<file path="config.mk">
export PLATFORM = sky130hd
export DESIGN_NAME = dmem_arbiter
export DESIGN_NICKNAME = d
export VERILOG_FILES = /design/src/rtl/dmem_pkg.sv /design/src/rtl/rr_arbiter.sv /design/src/rtl/dmem_arbiter.sv
export SDC_FILE = /design/constraint.sdc
export NUM_CORES = 1
export LEC_CHECK = 0
export ABC_AREA = 1
export BUFFER_PORTS_ARGS = -buffer_cell sky130_fd_sc_hd__buf_2
export CAP_MARGIN = 20
export CELL_PAD_IN_SITES_DETAIL_PLACEMENT = 0
export CELL_PAD_IN_SITES_GLOBAL_PLACEMENT = 2
export CORE_UTILIZATION = 21
export CTS_BUF_LIST = sky130_fd_sc_hd__clkbuf_8 sky130_fd_sc_hd__clkbuf_16
export DETAILED_ROUTE_END_ITERATION = 16
export PLACE_DENSITY_LB_ADDON = 0.1
export SLEW_MARGIN = 20
export SYNTH_ARGS = -nofsm -noshare
export SYNTH_HDL_FRONTEND = slang
export SYNTH_HIERARCHICAL = 1
export SYNTH_SLANG_ARGS = --single-unit
</file>
<file path="constraint.sdc">
create_clock -name i_clk -period 1.4 [get_ports i_clk]
set_input_delay 0.07 -clock i_clk [delete_from_list [all_inputs] [get_ports i_clk]]
set_output_delay 0.07 -clock i_clk [all_outputs]
set_load 0.1 [all_outputs]
</file>
<file path="src/rtl/dmem_pkg.sv">
// dmem_pkg: shared types, byte-mask constants and access-legality helpers for
// the data-memory arbiter.
//   size_e  : requested access size (byte / half / word / illegal)
//   state_e : arbiter FSM state, also driven out on the debug port
package dmem_pkg;

   typedef enum logic [1:0] {
      SZ_BYTE = 2'b00,
      SZ_HALF = 2'b01,
      SZ_WORD = 2'b10,
      SZ_ILL  = 2'b11
   } size_e;

   typedef enum logic [1:0] {
      IDLE   = 2'd0,
      ACCESS = 2'd1,
      RESP   = 2'd2
   } state_e;

   localparam logic [3:0] BMASK_WORD = 4'b1111;
   localparam logic [3:0] BMASK_HALF = 4'b0011;
   localparam logic [3:0] BMASK_BYTE = 4'b0001;

   // The memory shifts the mask to the addressed lane, so the mask is always
   // right-aligned here. An illegal size never writes, so its mask is moot.
   function automatic logic [3:0] size_bmask(input size_e sz);
      case (sz)
         SZ_BYTE: size_bmask = BMASK_BYTE;
         SZ_HALF: size_bmask = BMASK_HALF;
         default: size_bmask = BMASK_WORD;
      endcase
   endfunction

   // Illegal size, or a half/word access that is not naturally aligned.
   function automatic logic access_err(input size_e sz, input logic [1:0] lsb);
      case (sz)
         SZ_BYTE: access_err = 1'b0;
         SZ_HALF: access_err = lsb[0];
         SZ_WORD: access_err = |lsb;
         default: access_err = 1'b1;
      endcase
   endfunction

endpackage

</file>
<file path="src/rtl/rr_arbiter.sv">
// rr_arbiter: round-robin pick of the first asserted request at or after a
// rotating pointer.
//   i_req   : request vector
//   i_ptr   : index of the highest-priority port this round
//   o_grant : one-hot grant (all zero when no request)
//   o_idx   : index of the granted port
//   o_any   : at least one request present
module rr_arbiter #(
   parameter int NUM_REQ = 2,
   parameter int IDX_W   = 1
) (
   input  logic [NUM_REQ-1:0] i_req,
   input  logic [IDX_W-1:0]   i_ptr,
   output logic [NUM_REQ-1:0] o_grant,
   output logic [IDX_W-1:0]   o_idx,
   output logic               o_any
);

   logic [IDX_W-1:0] k;

   always_comb begin
      o_grant = '0;
      o_idx   = '0;
      o_any   = 1'b0;
      k       = '0;
      // Walk ports starting at the pointer; the first hit wins.
      for (int i = 0; i < NUM_REQ; i++) begin
         k = IDX_W'((int'(i_ptr) + i) % NUM_REQ);
         if (!o_any && i_req[k]) begin
            o_any      = 1'b1;
            o_grant[k] = 1'b1;
            o_idx      = k;
         end
      end
   end

endmodule

</file>
<file path="src/rtl/dmem_arbiter.sv">
// dmem_arbiter: shares the single-port data memory between NUM_REQ requesters
// (port 0 = core LSU, port 1 = loader/debug), one access in flight.
//   i_clk, i_rst_n            : clock, asynchronous active-low reset
//   i_req_* / o_req_ready     : per-port request channel
//   o_rsp_valid / i_rsp_ready : per-port response channel (only the owner sees valid)
//   o_rsp_rdata / o_rsp_err   : extended load data, misaligned/illegal flag
//   o_mem_*  / i_mem_rdata    : data memory interface (read data lane-shifted to bit 0)
//   o_dbg_state               : current FSM state
//
// Handshake: a transfer happens on a rising edge where valid && ready are both
// high. Requesters hold every request field stable while valid && !ready;
// o_rsp_valid stays high with stable data until the owner returns i_rsp_ready.
module dmem_arbiter
   import dmem_pkg::*;
#(
   parameter int NUM_REQ = 2,
   parameter int ADDR_W  = 11,
   parameter int DATA_W  = 32
) (
   input  logic                            i_clk,
   input  logic                            i_rst_n,
   input  logic [NUM_REQ-1:0]              i_req_valid,
   output logic [NUM_REQ-1:0]              o_req_ready,
   input  logic [NUM_REQ-1:0]              i_req_we,
   input  logic [NUM_REQ-1:0][1:0]         i_req_size,
   input  logic [NUM_REQ-1:0]              i_req_signed,
   input  logic [NUM_REQ-1:0][ADDR_W-1:0]  i_req_addr,
   input  logic [NUM_REQ-1:0][DATA_W-1:0]  i_req_wdata,
   output logic [NUM_REQ-1:0]              o_rsp_valid,
   input  logic [NUM_REQ-1:0]              i_rsp_ready,
   output logic [DATA_W-1:0]               o_rsp_rdata,
   output logic                            o_rsp_err,
   output logic [ADDR_W-1:0]               o_mem_addr,
   output logic [DATA_W-1:0]               o_mem_wdata,
   output logic [3:0]                      o_mem_bmask,
   output logic                            o_mem_wren,
   input  logic [DATA_W-1:0]               i_mem_rdata,
   output state_e                          o_dbg_state
);

   localparam int IDX_W = (NUM_REQ > 1) ? $clog2(NUM_REQ) : 1;

   state_e            state, state_nxt;
   logic [IDX_W-1:0]  rr_ptr, owner, gnt_idx;
   logic [NUM_REQ-1:0] gnt_oh;
   logic              gnt_any;
   logic              lat_we, lat_signed, lat_err;
   size_e             lat_size, req_size;
   logic [DATA_W-1:0] rdata_ext;

   rr_arbiter #(.NUM_REQ(NUM_REQ), .IDX_W(IDX_W)) u_rr (
      .i_req   (i_req_valid),
      .i_ptr   (rr_ptr),
      .o_grant (gnt_oh),
      .o_idx   (gnt_idx),
      .o_any   (gnt_any)
   );

   assign req_size    = size_e'(i_req_size[gnt_idx]);
   assign o_dbg_state = state;

   // Next state and all handshake/strobe outputs. Making wren a pure decode of
   // the state register lets an async reset kill a store mid-access at once.
   always_comb begin
      state_nxt   = state;
      o_req_ready = '0;
      o_rsp_valid = '0;
      o_mem_wren  = 1'b0;
      case (state)
         IDLE: begin
            if (gnt_any) begin
               o_req_ready = gnt_oh;
               state_nxt   = ACCESS;
            end
         end
         ACCESS: begin
            o_mem_wren = lat_we && !lat_err;
            state_nxt  = RESP;
         end
         RESP: begin
            o_rsp_valid[owner] = 1'b1;
            if (i_rsp_ready[owner]) state_nxt = IDLE;
         end
         default: state_nxt = IDLE;
      endcase
   end

   // Zero/sign extension of the lane-shifted read data.
   always_comb begin
      rdata_ext = i_mem_rdata;
      case (lat_size)
         SZ_BYTE: rdata_ext = {{(DATA_W-8){lat_signed & i_mem_rdata[7]}}, i_mem_rdata[7:0]};
         SZ_HALF: rdata_ext = {{(DATA_W-16){lat_signed & i_mem_rdata[15]}}, i_mem_rdata[15:0]};
         default: rdata_ext = i_mem_rdata;
      endcase
   end

   always_ff @(posedge i_clk or negedge i_rst_n) begin
      if (!i_rst_n) begin
         state       <= IDLE;
         rr_ptr      <= '0;
         owner       <= '0;
         lat_we      <= 1'b0;
         lat_signed  <= 1'b0;
         lat_err     <= 1'b0;
         lat_size    <= SZ_BYTE;
         o_rsp_rdata <= '0;
         o_rsp_err   <= 1'b0;
         o_mem_addr  <= '0;
         o_mem_wdata <= '0;
         o_mem_bmask <= BMASK_WORD;
      end else begin
         state <= state_nxt;
         // The memory address/mask/data registers double as the request latch,
         // so they hold their last values outside of a grant.
         if (state == IDLE && gnt_any) begin
            owner       <= gnt_idx;
            rr_ptr      <= (gnt_idx == IDX_W'(NUM_REQ-1)) ? '0 : gnt_idx + 1'b1;
            lat_we      <= i_req_we[gnt_idx];
            lat_signed  <= i_req_signed[gnt_idx];
            lat_size    <= req_size;
            lat_err     <= access_err(req_size, i_req_addr[gnt_idx][1:0]);
            o_mem_addr  <= i_req_addr[gnt_idx];
            o_mem_wdata <= i_req_wdata[gnt_idx];
            o_mem_bmask <= size_bmask(req_size);
         end
         if (state == ACCESS) begin
            o_rsp_err   <= lat_err;
            o_rsp_rdata <= (lat_err || lat_we) ? '0 : rdata_ext;
         end
      end
   end

endmodule

</file>
== After elaboration in Yosys (flattened, before gate mapping) ==
Cells that the tools add are included.
Word-level totals
  bits in registers: 89
  latch bits: 0
  memory bits (writable): 0
  ROM bits: 0
  bits of input ports: 132
  output and inout bits: 87
  memories kept: 0
Operators by class
  add/sub/neg operators: 2
  multiply operators: 0
  div/mod/pow operators: 0
  $lt $le $gt $ge: 7
  equal/unequal tests: 7
  shifts and indexed selects: 0
  mux-type cells: 40
  bitwise operators: 3
  reductions and logical operators: 14
Operator list (number)
  32-bit two-way mux: 3
  32-bit one-hot mux with 2 select lines: 1
  11-bit two-way mux: 2
  1-bit two-way mux: 19
  2-bit two-way mux: 9
  1-bit by 2-bit < comparator with 1-bit output, second input constant: 4
  4-bit one-hot mux with 2 select lines: 1
  2-bit by 1-bit equality test with 1-bit output, second input constant: 3
  1-bit logical AND: 6
  2-bit logical NOT: 3
  2-bit one-hot mux with 3 select lines: 1
  2-bit equality test, second input constant: 2
  2-bit inequality test, second input constant: 2
  1-bit demux with 1-bit select: 3
  1-bit >= comparator, second input constant: 3
  1-bit one-hot mux with 3 select lines: 1
  1-bit adder, second input constant: 2
  1-bit bitwise AND: 2
  1-bit logical NOT: 2
  2-bit OR: 1
  2-bit AND reduction: 1
  2-bit OR reduction: 1
  1-bit logical OR: 1

== Depth between registers and ports, before layout ==
  word-level depth: 10
  mapped depth: 9
  gate-level depth less buffers: 9

== Hierarchy ==
Netlist, hierarchy kept.
By module, submodules not included
  dmem_arbiter: times used 1, cells each 506, area an instance 3940.0 um2
  rr_arbiter: times used 1, cells each 14, area an instance 55.1 um2

== Worst setup path before layout ==
Ideal clock, no wire load.
  path kind: register -> output
  start: reg state[0], in the netlist o_dbg_state[0]
  end: out o_mem_wren
  data arrival time: 2.669 ns
  required time: 1.330 ns
  slack: -1.339 ns
  stages on the path, launching flop included: 5
  buffers on the path: 0
  cells stage by stage: dfrtp_1 -> inv_1 -> nor2_2 -> nand2_1 -> nor2_1
Between the ends
  word-level cells in the longest chain between the ends: 2
Ends and longest elaborated chain
  start, declared: RTL line dmem_arbiter.sv:43  | state_e state, state_nxt;
  start signal, assigned: RTL line dmem_arbiter.sv:113  | state <= state_nxt;
  2-bit by 1-bit equality test with 1-bit output: RTL line dmem_arbiter.sv:69  | case (state)
  1-bit two-way mux: RTL line dmem_arbiter.sv:69
  end, declared: RTL line dmem_arbiter.sv:36  | output logic o_mem_wren,
No other way between the ends.

== Worst setup path in the final report ==
  start: reg rr_ptr
  end: out o_req_ready[0]
RTL lines
  start, declared: RTL line dmem_arbiter.sv:44  | logic [IDX_W-1:0] rr_ptr, owner, gnt_idx;
  start signal, assigned: RTL line dmem_arbiter.sv:118  | rr_ptr <= (gnt_idx == IDX_W'(NUM_REQ-1)) ? '0 : gnt_idx + 1'b1;
  1-bit two-way mux (implied by the code) (2 in series): RTL line rr_arbiter.sv:29  | if (!o_any && i_req[k]) begin
  1-bit two-way mux: RTL line rr_arbiter.sv:29
  1-bit logical NOT: RTL line rr_arbiter.sv:29
  1-bit logical AND: RTL line rr_arbiter.sv:29
  1-bit two-way mux (*): RTL line rr_arbiter.sv:29
  via gnt_any: RTL line dmem_arbiter.sv:46  | logic gnt_any;
  2-bit two-way mux (*): RTL line dmem_arbiter.sv:71  | if (gnt_any) begin
  2-bit two-way mux (*): RTL line dmem_arbiter.sv:69
  end, declared: RTL line dmem_arbiter.sv:23  | output logic [NUM_REQ-1:0] o_req_ready,
Mark *: on every way through the listed nets, which the timed path passes. The rest lies on a longest branch. The select of a mux whose other input is x is not followed.

==> qor.csv <==
metric,value,unit
cp-start-kind,register,
min_period,1631,ps
cp.required,1330,ps
setup_viol,51,
crit_top_cell,buf_12,
yosysUniqueCellTypes,20,
cp_slowest_cell,dfrtp_1,
cts_root_buf,clkbuf_16,
synth_area_leaders,"dfrtp_1 (53%), nand2_1 (25%), nand3_1 (5.9%), nor2_1 (4.3%), inv_1 (1.8%)",
drv_cap,0,
critPathTopFamily,simple AND/OR/NAND/NOR gates,
ioPinCount,219,
rows,50,
critPathArrivalTime,1560,ps
antenna_found_initial,0,
first_iter_violations,132,
synth.ff_latch_count,87,
cts_tree,done,
antenna_cells,0,
via_per_inst,4.146,
cts_buffers,9,
grt_pass1_wl,22420,um
synth_commonest_cells,"nand2_1 (271), dfrtp_1 (85), nand3_1 (47)",
period_share,1.165,
status,finished with violations,
grt_usage,0.1466,
fillCellCount,1984,
synth_fp_nets,652,
final_cells,1096,
yosysTopAreaCell,dfrtp_1,
die-height,139.9,um
seq_area_frac_synth,0.5456,
synth_top_area_frac,0.5324,
clock_path_buffers,2,
yosysWarnings,6,
fmax,613.2,MHz
core,18710,um2
violations,negative setup slack,
vias,4544,
post_drt_wl_per_cell,13.11,um
syn_inst,520,
dieArea,19580,um2
initial_core_util,0.2136,
clock_skew,7.672,ps
clk_pin_slew_worst_paths,70,ps
worstSetupEndpointType,primary output,
avgSynthCellArea,7.683,um2
synth-async-reset-ratio,1.000,
portBuffers,217,
postRouteAntennaNets,0,
areaGrowthSynthToFinish,79.80,%
crit_chain,"nor2_2, nor2_1, nand2_1, nand3_4, buf_12, nor2_4, buf_12",
hold_viol_final,0,
cts_sinks,87,
cts_max_level,3,
critPathBufInv,2,
grt_max_degree,34,
nets,989,
drc_errors,0,
hp-class,in2reg,
grt_pass1_vias,4490,
crit_fanout,5,
drive_gt1_frac,0.3596,
rsz0062_at_grt,true,
synth_edf_count,0,
dieWidth,139.9,um
clkLatencyLatePin,340,ps
slowest_delay,420,ps
slew_violations,0,
synth_ff_type,dfrtp_1,
post-synth-top-count-cell,nand2_1,
tightest_slew,521.6,ps
syn_area,3995,um2
dp_hpwl,9824,um
place_inst,969,
drt_pass1_iterations,6,
setup_ws,-230.8,ps
slew_headroom,0.6546,
gp_congestion,0.7627,
postRouteWirelength,14370,um
criticalPathCategory,reg2out,
overflow,0,
-- stage by stage --
stage                 util  area (um2)  worst slack, ps  TNS (ps)  hold WS, ps
floorplan                -        4058           -155.5     -2879       -225.6
global placement    0.2983        5580           -53.43     -1590        17.59
detailed placement  0.2983        5580           -91.27     -2864        19.47
CTS                 0.3733        6983           -255.4     -8762        21.92
global route        0.3840        7183           -337.0    -14310        55.98
finish              0.3840        7183           -230.8     -8201        39.51
-- cell usage in the layout, fill, tap and decap left out, types with 5 or more instances in the layout --
master / count
buf_12: 13
buf_2: 208
nand2_4: 5
clkbuf_16: 11
nor2_1: 38
nand3_1: 46
o21ai_0: 9
dfrtp_1: 83
nand2_2: 7
buf_4: 18
buf_6: 11
nand2_1: 260
inv_1: 15
nor2_4: 10
dlygate4sd3_1: 97
-- tightest hold or removal path, cell delays in order --
cell,delay [ps]
buf_2,70
o21ai_0,60
nand2_1,60
nand2_1,40
nand2_1,40
-- what timing repair did --
item / in CTS / in global routing
resized for setup: 24 / 27
buffers inserted: 7 / 6
hold buffers: 97 / 0
pin swaps: 8 / 14
gates cloned: 1 / 2
endpoints found under the hold margin: 76 / 0
setup endpoints to repair: 57 / 83
-- flip-flops by register name, summed over array words and instances (netlist names) --
signal / cells
lat_we: 1
o_mem_wdata: 32
o_dbg_state: 2
o_rsp_rdata: 32
o_mem_bmask: 2
rr_ptr: 1
lat_size: 2
lat_err: 1
o_rsp_err: 1
lat_signed: 1
owner: 1
o_mem_addr: 11
-- final timing paths --
path	start	to	slack (ps)	cells after the start
min in group asynchronous	i_rst_n	o_rsp_rdata[4]	190	2
max in group asynchronous	i_rst_n	o_mem_wdata[18]	610	3
min reg2reg	o_mem_bmask[1]	o_mem_bmask[1]	470	2
min	i_mem_rdata[14]	o_rsp_rdata[14]	40	5
max reg2reg	rr_ptr	o_mem_wdata[23]	-210	10
max	rr_ptr	o_req_ready[0]	-230	7
-- per-layer routing --
layer,wire length [um],vias up,GRT usage
met2,6859,142,0.2466
met1,6449,2108,0.1836
li1,-,2268,-
met5,0,-,0
met3,766,26,0.03009
met4,295,0,0.05842
-- layout make-up --
class                   count  area, um2  area share
repair buffers            351       2624      0.3653
well taps                 234      292.8     0.04076
flip-flops and latches     87       2187      0.3045
inverters                  22      90.09     0.01254
clock buffers              10      239.0     0.03327
multi-input cells         386       1707      0.2376
clock inverters             6      43.79    0.006096
-- cell families (layout without fill, tap and decap cells) --
logic type / Yosys count / in the layout / share of synthesized area
compound gates: 12 / 12 / 0.01503
buf+inv: 47 / 389 / 0.06170
flops: 87 / 87 / 0.5456
other cells: 1 / 1 / 0.0009387
simple gates: 373 / 373 / 0.3768
Power is not shown: default switching activity piles up to over one toggle a cycle in this logic, so the estimate is an artifact.
